`config.mk`:
```
export PLATFORM = sky130hd
export DESIGN_NAME = osc_meas_sequencer
export DESIGN_NICKNAME = d
export VERILOG_FILES = /design/src/rtl/osc_meas_pkg.sv /design/src/rtl/osc_meas_stats.sv /design/src/rtl/osc_meas_sequencer.sv
export SDC_FILE = /design/constraint.sdc
export NUM_CORES = 1
export LEC_CHECK = 0
export CAP_MARGIN = 20
export CORE_MARGIN = 2
export CORE_UTILIZATION = 57
export CTS_BUF_LIST = sky130_fd_sc_hd__clkbuf_8
export CTS_CLUSTER_SIZE = 24
export DETAILED_ROUTE_END_ITERATION = 8
export MAX_ROUTING_LAYER = met4
export PLACE_DENSITY_LB_ADDON = 0.1
export SYNTH_ARGS = -nofsm -noshare
export SYNTH_HDL_FRONTEND = slang
export SYNTH_SLANG_ARGS = --single-unit
```
`constraint.sdc`:
```
create_clock -name OPB_CLK -period 5.7 [get_ports OPB_CLK]
set_clock_uncertainty 0.05 [all_clocks]
set_input_delay 1.14 -clock OPB_CLK [delete_from_list [all_inputs] [get_ports OPB_CLK]]
set_output_delay 1.14 -clock OPB_CLK [all_outputs]
set_load 0.01 [all_outputs]
```
`src/rtl/osc_meas_pkg.sv`:
```
// Shared types and constants for the oscillator-counter measurement sequencer.
// Includes the bus command decoder used to drive the counter's register port.
package osc_meas_pkg;

    typedef enum logic [3:0] {
        S_IDLE    = 4'd0,
        S_SP_WR   = 4'd1,
        S_SP_RD   = 4'd2,
        S_SP_CAP  = 4'd3,
        S_RST_WR  = 4'd4,
        S_RST_WT  = 4'd5,
        S_ST_WR   = 4'd6,
        S_MEAS_WT = 4'd7,
        S_CNT_RD  = 4'd8,
        S_CNT_CAP = 4'd9,
        S_EVAL    = 4'd10,
        S_DONE    = 4'd11,
        S_ABORT   = 4'd12
    } state_e;

    typedef enum logic [1:0] {
        FLT_NONE  = 2'd0,
        FLT_SP    = 2'd1,
        FLT_DEAD  = 2'd2,
        FLT_ABORT = 2'd3
    } fault_e;

    localparam logic [31:0] ADDR_CNTRLR = 32'd0;
    localparam logic [31:0] ADDR_COUNTR = 32'd1;
    localparam logic [31:0] ADDR_SPR    = 32'd2;
    localparam logic [31:0] CTRL_START  = 32'h0000_0001;
    localparam logic [31:0] CTRL_RESET  = 32'h0000_0002;

    typedef struct packed {
        logic        we;
        logic        re;
        logic [31:0] addr;
        logic [31:0] wdata;
    } bus_t;

    // Bus strobe and payload for the cycle spent in state st; idle bus is all zero.
    function automatic bus_t bus_cmd(input state_e st, input logic [31:0] pattern);
        bus_t b;
        b = '{we: 1'b0, re: 1'b0, addr: 32'h0, wdata: 32'h0};
        case (st)
            S_SP_WR:  begin b.we = 1'b1; b.addr = ADDR_SPR;    b.wdata = pattern;    end
            S_SP_RD:  begin b.re = 1'b1; b.addr = ADDR_SPR;                          end
            S_RST_WR,
            S_ABORT:  begin b.we = 1'b1; b.addr = ADDR_CNTRLR; b.wdata = CTRL_RESET; end
            S_ST_WR:  begin b.we = 1'b1; b.addr = ADDR_CNTRLR; b.wdata = CTRL_START; end
            S_CNT_RD: begin b.re = 1'b1; b.addr = ADDR_COUNTR;                       end
            default:  ;
        endcase
        return b;
    endfunction

endpackage

```
`src/rtl/osc_meas_stats.sv`:
```
// Running sum/min/max over one sequence of counter readings, plus the
// truncated average and its inclusive limit check.
module osc_meas_stats
    import osc_meas_pkg::*;
#(
    parameter int unsigned LOG2_N = 2
) (
    input  logic        clk_i,
    input  logic        rst_i,
    input  logic        init_i,
    input  logic        acc_i,
    input  logic [15:0] cnt_i,
    input  logic [15:0] lim_lo_i,
    input  logic [15:0] lim_hi_i,
    output logic [15:0] avg_o,
    output logic [15:0] min_o,
    output logic [15:0] max_o,
    output logic        in_lim_o,
    output logic        last_o
);

    localparam int unsigned SUM_W = 16 + LOG2_N;

    logic [SUM_W-1:0]  sum_q;
    logic [15:0]       min_q;
    logic [15:0]       max_q;
    logic [LOG2_N-1:0] idx_q;

    // Accumulate one reading per strobe; init restarts the sequence statistics.
    always_ff @(posedge clk_i) begin
        if (rst_i) begin
            sum_q <= {SUM_W{1'b0}};
            min_q <= 16'h0000;
            max_q <= 16'h0000;
            idx_q <= {LOG2_N{1'b0}};
        end else if (init_i) begin
            sum_q <= {SUM_W{1'b0}};
            min_q <= 16'hFFFF;
            max_q <= 16'h0000;
            idx_q <= {LOG2_N{1'b0}};
        end else if (acc_i) begin
            sum_q <= sum_q + {{LOG2_N{1'b0}}, cnt_i};
            min_q <= (cnt_i < min_q) ? cnt_i : min_q;
            max_q <= (cnt_i > max_q) ? cnt_i : max_q;
            idx_q <= idx_q + LOG2_N'(1'b1);
        end else begin
            sum_q <= sum_q;
            min_q <= min_q;
            max_q <= max_q;
            idx_q <= idx_q;
        end
    end

    assign avg_o    = 16'(sum_q >> LOG2_N);
    assign min_o    = min_q;
    assign max_o    = max_q;
    assign in_lim_o = (lim_lo_i <= avg_o) && (avg_o <= lim_hi_i);
    assign last_o   = &idx_q;

endmodule

```
`src/rtl/osc_meas_sequencer.sv`:
```
// Bus master that checks the counter's scratch pad, runs 2^LOG2_N timed
// reset/start/read measurements on COUNTR and reports the statistics.
module osc_meas_sequencer
    import osc_meas_pkg::*;
#(
    parameter int unsigned LOG2_N     = 2,
    parameter int unsigned RST_WAIT   = 8,
    parameter int unsigned MEAS_WAIT  = 150000,
    parameter logic [31:0] SP_PATTERN = 32'h0000A55A
) (
    input  logic        OPB_CLK,
    input  logic        OPB_RST,
    input  logic        meas_start,
    input  logic        meas_abort,
    input  logic        cont_mode,
    input  logic [15:0] lim_lo,
    input  logic [15:0] lim_hi,
    output logic [31:0] SEQ_ADDR,
    output logic [31:0] SEQ_DO,
    output logic        SEQ_WE,
    output logic        SEQ_RE,
    input  logic [31:0] SEQ_DI,
    output logic        busy,
    output logic        done,
    output logic        pass,
    output logic [15:0] avg_count,
    output logic [15:0] min_count,
    output logic [15:0] max_count,
    output logic [1:0]  fault
);

    localparam int unsigned WAIT_MAX = (MEAS_WAIT > RST_WAIT) ? MEAS_WAIT : RST_WAIT;
    localparam int unsigned WAIT_W   = $clog2(WAIT_MAX + 1);

    state_e            state_q, state_d;
    logic [WAIT_W-1:0] wait_q;
    bus_t              bus_q;
    logic              busy_q, done_q, pass_q;
    logic [15:0]       avg_q, min_q, max_q;
    fault_e            fault_q;

    logic        init_s, acc_s, abort_s;
    logic [15:0] cnt_s, st_avg_s, st_min_s, st_max_s;
    logic        st_in_lim_s, st_last_s;
    logic        di_unused_s;

    // The counter only drives the low half of its read data.
    assign cnt_s       = SEQ_DI[15:0];
    assign di_unused_s = ^SEQ_DI[31:16];
    assign abort_s     = meas_abort && (state_q != S_IDLE) && (state_q != S_DONE)
                         && (state_q != S_ABORT);

    osc_meas_stats #(.LOG2_N(LOG2_N)) u_stats (
        .clk_i    (OPB_CLK),
        .rst_i    (OPB_RST),
        .init_i   (init_s),
        .acc_i    (acc_s),
        .cnt_i    (cnt_s),
        .lim_lo_i (lim_lo),
        .lim_hi_i (lim_hi),
        .avg_o    (st_avg_s),
        .min_o    (st_min_s),
        .max_o    (st_max_s),
        .in_lim_o (st_in_lim_s),
        .last_o   (st_last_s)
    );

    // Next-state selection and the statistics strobes; abort pre-empts any capture.
    always_comb begin
        state_d = state_q;
        init_s  = 1'b0;
        acc_s   = 1'b0;
        if (abort_s) begin
            state_d = S_ABORT;
        end else begin
            case (state_q)
                S_IDLE:    state_d = (meas_start && !meas_abort) ? S_SP_WR : S_IDLE;
                S_SP_WR:   state_d = S_SP_RD;
                S_SP_RD:   state_d = S_SP_CAP;
                S_SP_CAP: begin
                    if (cnt_s == SP_PATTERN[15:0]) begin
                        init_s  = 1'b1;
                        state_d = S_RST_WR;
                    end else begin
                        state_d = S_DONE;
                    end
                end
                S_RST_WR:  state_d = S_RST_WT;
                S_RST_WT:  state_d = (wait_q == {WAIT_W{1'b0}}) ? S_ST_WR : S_RST_WT;
                S_ST_WR:   state_d = S_MEAS_WT;
                S_MEAS_WT: state_d = (wait_q == {WAIT_W{1'b0}}) ? S_CNT_RD : S_MEAS_WT;
                S_CNT_RD:  state_d = S_CNT_CAP;
                S_CNT_CAP: begin
                    if (cnt_s == 16'h0000) begin
                        state_d = S_DONE;
                    end else begin
                        acc_s   = 1'b1;
                        state_d = st_last_s ? S_EVAL : S_RST_WR;
                    end
                end
                S_EVAL:    state_d = S_DONE;
                S_DONE: begin
                    if (cont_mode && (fault_q == FLT_NONE)) begin
                        init_s  = 1'b1;
                        state_d = S_RST_WR;
                    end else begin
                        state_d = S_IDLE;
                    end
                end
                S_ABORT:   state_d = S_DONE;
                default:   state_d = S_IDLE;
            endcase
        end
    end

    // State, bus and result registers; the bus reflects the state being entered.
    always_ff @(posedge OPB_CLK) begin
        if (OPB_RST) begin
            state_q <= S_IDLE;
            wait_q  <= {WAIT_W{1'b0}};
            bus_q   <= bus_cmd(S_IDLE, SP_PATTERN);
            busy_q  <= 1'b0;
            done_q  <= 1'b0;
            pass_q  <= 1'b0;
            avg_q   <= 16'h0000;
            min_q   <= 16'h0000;
            max_q   <= 16'h0000;
            fault_q <= FLT_NONE;
        end else begin
            state_q <= state_d;
            bus_q   <= bus_cmd(state_d, SP_PATTERN);
            busy_q  <= (state_d != S_IDLE);
            done_q  <= (state_d == S_DONE);
            // Each wait state lasts exactly its parameter in cycles.
            if ((state_d == S_RST_WT) && (state_q != S_RST_WT)) begin
                wait_q <= WAIT_W'(RST_WAIT - 1);
            end else if ((state_d == S_MEAS_WT) && (state_q != S_MEAS_WT)) begin
                wait_q <= WAIT_W'(MEAS_WAIT - 1);
            end else if (wait_q != {WAIT_W{1'b0}}) begin
                wait_q <= wait_q - WAIT_W'(1'b1);
            end
            if ((state_q == S_IDLE) && (state_d == S_SP_WR)) begin
                fault_q <= FLT_NONE;
            end
            if (state_d == S_DONE) begin
                case (state_q)
                    S_EVAL: begin
                        avg_q  <= st_avg_s;
                        min_q  <= st_min_s;
                        max_q  <= st_max_s;
                        pass_q <= st_in_lim_s;
                    end
                    S_SP_CAP:  begin fault_q <= FLT_SP;    pass_q <= 1'b0; end
                    S_CNT_CAP: begin fault_q <= FLT_DEAD;  pass_q <= 1'b0; end
                    S_ABORT:   begin fault_q <= FLT_ABORT; pass_q <= 1'b0; end
                    default:   ;
                endcase
            end
        end
    end

    assign SEQ_ADDR  = bus_q.addr;
    assign SEQ_DO    = bus_q.wdata;
    assign SEQ_WE    = bus_q.we;
    assign SEQ_RE    = bus_q.re;
    assign busy      = busy_q;
    assign done      = done_q;
    assign pass      = pass_q;
    assign avg_count = avg_q;
    assign min_count = min_q;
    assign max_count = max_q;
    assign fault     = fault_q;

endmodule

```
# --- Word-level counts from Yosys, hierarchy flattened ---
# Cells that the tools add are included.
op_classes:
  add_sub_neg: 3
  muxes: 30
  order_cmp: 4
  n_eq_ne: 26
  reduce_logical: 36
ops:
  columns: ["cell", "count"]
  rows:
  - ["$mux 16", 3]
  - ["$pmux 16 s3", 1]
  - ["$pmux 4 s12", 1]
  - ["$mux 18", 2]
  - ["$eq 4x3->1 const B", 8]
  - ["$eq 4x4->1 const B", 8]
  - ["$le 16x16->1", 2]
  - ["$mux 4", 5]
  - ["$add 18x16->18", 1]
  - ["$logic_not 18->1", 1]
  - ["$reduce_bool 18->1", 1]
  - ["$sub 18x1->18 const B", 1]
  - ["$eq 16x16->1 const B", 1]
  - ["$gt 16x16->1", 1]
  - ["$logic_not 16->1", 1]
  - ["$lt 16x16->1", 1]
  - ["$eq 4x2->1 const B", 3]
  - ["$reduce_or 2->1", 6]
  - ["$reduce_and 2->1", 5]
  - ["$logic_and 1x1->1", 9]
  - ["$mux 1", 9]
  - ["$eq 4x1->1 const B", 2]
  - ["$ne 4x3->1 const B", 2]
  - ["$ne 4x4->1 const B", 2]
  - ["14 further kinds", 23]
totals:
  in_bits: 69
  wordCells: 118
  out_inout_bits: 119
  reg_bits: 193

# --- Depth between registers and ports, before layout ---
depth:
  word_depth: 10
  mapped_depth: 11

# --- Cells and area by module ---
# A second synthesis with hierarchy kept.
hier_totals:
  hier_cells: 1009
  hier_area_um2: 8250.4
modules_own_cells:
  columns: ["module", "area_per_inst_um2", "instances", "cells_per_inst"]
  rows:
  - ["osc_meas_stats", 4344.2, 1, 526]
  - ["osc_meas_sequencer", 3906.2, 1, 483]

# --- Worst setup path before layout ---
# OpenSTA, ideal clock, no wires.
synth_timing:
  kind: "in2reg"
  startpoint: "input SEQ_DI[0]"
  endpoint: "register avg_q[15] (netlist: avg_count[15])"
  stages: 9
  setup_time_ns: 0.132
  arrival_ns: 3.454
  required_ns: 5.518
  slack_ns: 2.063
  n_path_buf: 2
  path_cell_list: "or4_1 -> or4_4 -> a21oi_1 -> a2111oi_2 -> or3_1 -> buf_2 -> clkbuf_1 -> nand2_1 -> a21oi_1"
synth_via:
  elab_chain_len: 6
synth_lines:
  columns: ["item", "line_no", "rtl"]
  rows:
  - ["start, declared", "osc_meas_sequencer.sv:22", "input logic [31:0] SEQ_DI,"]
  - ["$eq 16x16->1 / $logic_not 16->1 (equally long branches)", "osc_meas_sequencer.sv:81, osc_meas_sequencer.sv:94", null]
  - ["$mux 4 (on tied branches)", "osc_meas_sequencer.sv:81, osc_meas_sequencer.sv:94", null]
  - ["$pmux 4 s12 (*)", "osc_meas_sequencer.sv:76", "case (state_q)"]
  - ["$mux 4 (*)", "osc_meas_sequencer.sv:73", "if (abort_s) begin"]
  - ["$eq 4x4->1 (*)", "osc_meas_sequencer.sv:145", "if (state_d == S_DONE) begin"]
  - ["$reduce_and 2->1 (no line) (*)", null, null]
  - ["end signal, assigned", "osc_meas_sequencer.sv:148", "avg_q <= st_avg_s;"]
  - ["end, declared", "osc_meas_sequencer.sv:39", "logic [15:0] avg_q, min_q, max_q;"]
# Every way passes the cells marked *; elsewhere a longest branch is shown, timed or not.
# A chain may end at the register's enable or synchronous reset.

# --- Worst setup path in the final report ---
layout_timing:
  startpoint: "input SEQ_DI[15]"
  endpoint: "register max_q[6] (netlist: max_count[6])"
layout_via:
  elab_chain_len: 6
layout_lines:
  columns: ["item", "line_no", "rtl"]
  rows:
  - ["$eq 16x16->1 / $logic_not 16->1 (equally long branches)", "osc_meas_sequencer.sv:81, osc_meas_sequencer.sv:94", null]
  - ["$mux 4 (on tied branches)", "osc_meas_sequencer.sv:81, osc_meas_sequencer.sv:94", null]
  - ["$pmux 4 s12 (*)", "osc_meas_sequencer.sv:76", null]
  - ["$mux 4 (*)", "osc_meas_sequencer.sv:73", null]
  - ["$eq 4x4->1 (*)", "osc_meas_sequencer.sv:145", null]
  - ["$reduce_and 2->1 (no line) (*)", null, null]
  - ["end signal, assigned", "osc_meas_sequencer.sv:150", "max_q <= st_max_s;"]
  - ["end, declared", "osc_meas_sequencer.sv:39", null]
# Marks and branches as above.

==> impl_metrics.ini <==
[clocking]
htree_num_levels = 4
cts_inserted_buffers = 17
cts-resized-gates = 0
cts-root-buf = clkbuf_8
hold_buffers = 0
worstSkewPairLatency_ps = 440
clk_pin_slew_ps = 70
cts_tree = built
cts_sinks = 134
cts_buffer_depth = 2
postCtsSetupRepairBufs = 0

[sta]
slew_headroom = 0.436
rsz0062_at_grt = no
finalHoldViolations = 0
tns_ps = 0
max_freq_ghz = 0.226
finalSetupViolCount = 0
worst_slew_pin_slew_ps = 835
slew_viol_final = 0
fin_crit_sh = 0.777
min_period_ps = 4430

[logic_synthesis]
ys_ff_latch = 134
ys_warn_count = 0
syn_area_mm2 = 0.00828
synth_edf_count = 0
synthCells = 1059
synth.most_common_cell = nand2_1
synthFlopType = dfxtp_1
synth.largest_area_cell = dfxtp_1
async_flop_share = 0
ys_top_cells_by_count = nand2_1, dfxtp_1, a21oi_1
ys_seq_area_frac = 0.324
synth.distinct_cells = 72
synth_area_leaders = dfxtp_1, ha_1, nand2_1, a21oi_1, buf_4
yosysTopAreaCellShare = 0.324
postSynthAreaPerCell_um2 = 7.82

[place]
portBuffers = 118
gp_congestion = 0.924
place_area_mm2 = 0.00941
dpl.hpwl_mm = 15.1

[detailed_routing]
viasPerCell = 5.57
route.vias.total = 7572
firstDrtPassIters = 8
drt.antenna.violating_nets = 0
drt_iter0_markers = 657
drc = 0
wl_mm = 20.5
wl_per_cell_um = 15.1

[grt]
grt_pass1_wl_mm = 33.7
antenna_found_initial = 0
track_usage = 0.272
grt_max_degree = 79
overflow = 0
grt_pass1_vias = 6841

[power]
peakVddDrop_v = 0.000156
p_leak_nw = 3.81
seqPwrFrac = 0.366
switching_share = 0.347
power.switching_mw = 1.08
intPower_mw = 2.02
clkPwrFrac = 0.304
cellPowerDensity_mw_per_mm2 = 313
pwr-share-comb = 0.330

[worst_setup_path]
arrival_ps = 4660
crit_path_end_kind = flop
required_ps = 5930
critPathKind = primary input to flop
crit_fanout = 30
worstSetupStartpointType = primary input

[die]
dieArea_mm2 = 0.0155
initial_utilization = 0.577
die_x_um = 125
rows = 44
core_area_mm2 = 0.0144
io_pins = 188
chipHeight_um = 125

[layout]
fill_cells = 1262
drive_above_1_share = 0.0663
nNetsFinal = 1315
n_antenna_cell = 0
fin_area_mm2 = 0.00988
area_growth_pct = 19.2

[min_path]
hp-class = flop to flop

[job]
drv_cap = 0

[status]
outcome = completed
-- placed cells by master, fill, tap and decap left out, drive strengths merged, types with 11 or more instances in the layout --
| master | instances |
|---|---|
| nand2 | 187 |
| dfxtp | 134 |
| clkdlybuf4s50 | 117 |
| a21oi | 100 |
| ha | 82 |
| inv | 82 |
| conb | 53 |
| o21ai | 50 |
| nor2 | 43 |
| nand3 | 33 |
| nor3 | 29 |
| a31oi | 27 |
| buf | 20 |
| xnor2 | 17 |
| mux2i | 17 |
| clkbuf | 17 |
| nand4 | 14 |
| xor2 | 13 |
| a21o | 12 |
| nor2b | 11 |
-- logic make-up after synthesis --
kind of cell	synth area share
AOI/OAI and AO/OA	0.174
xor gates and xnor gates	0.0317
adders and majority gates	0.126
buffers and inverters	0.113
DFF	0.324
muxes	0.0219
other	0.000453
and+or+nand+nor	0.209
-- power groups by stage --
stage               registers (mW)  logic [mW]  clock network, mW
floorplan                     1.11       0.805                  0
global placement              1.15       0.981                  0
detailed placement            1.15        1.00                  0
CTS                           1.13        1.01              0.953
global route                  1.15        1.14              0.995
finish                        1.13        1.02              0.941
-- final timing paths --
path	start	endpoint	slack, ps	cells after the start
worst max-delay path	SEQ_DI[15]	max_count[6]	1270	10
worst min-delay path	avg_count[1]	avg_count[1]	400	2
worst max register to register	state_q[0]	u_stats.max_o[11]	2010	8
worst min register to register	avg_count[1]	avg_count[1]	400	2
-- final cells by class --
cell class	instances	area (um^2)	share of cell area
clock buffer	17	234	0.0237
clock inverter	15	235	0.0238
inverter	80	300	0.0304
multi-input combinational	793	4880	0.494
sequential	134	2680	0.272
tap	184	230	0.0233
timing repair buffer	137	1320	0.134
-- per-layer routing --
layer,vias to the layer above,track usage,share of wire
li1,3767,-,-
met1,3498,0.362,0.45
met2,273,0.418,0.47
met3,34,0.0563,0.065
met4,0,0.0800,0.015
met5,-,-,0
-- state kept, by name, summed over array words and instances (netlist names), 3 cells and up --
name           cells
avg_count         16
state_q            4
u_stats.max_o     16
u_stats.min_o     16
wait_q            18
max_count         16
SEQ_DO             3
min_count         16
u_stats.sum_q     18
-- critical path: stages --
cell and delay [ps]:
clkdlybuf4s50_1 610, or4_1 640, or4_4 540, a31oi_1 200
nand3_1 90, buf_4 190, or3_1 680, buf_4 360
nand2_1 110, a21oi_1 70
-- metrics by stage --
stage                     worst slack (ps)  power [mW]  std cells  hold WS [ps]   util
final                                 1270        3.10       1360           404  0.687
after global placement                 865        2.13       1328           391  0.655
after floorplan                       2060        1.91       1111           390      -
after detailed placement               826        2.15       1328           396  0.655
after CTS                             1300        3.09       1360           406  0.687
after global routing                  1170        3.28       1360           424  0.687
No activity file was read; power rests on OpenSTA's default activity.
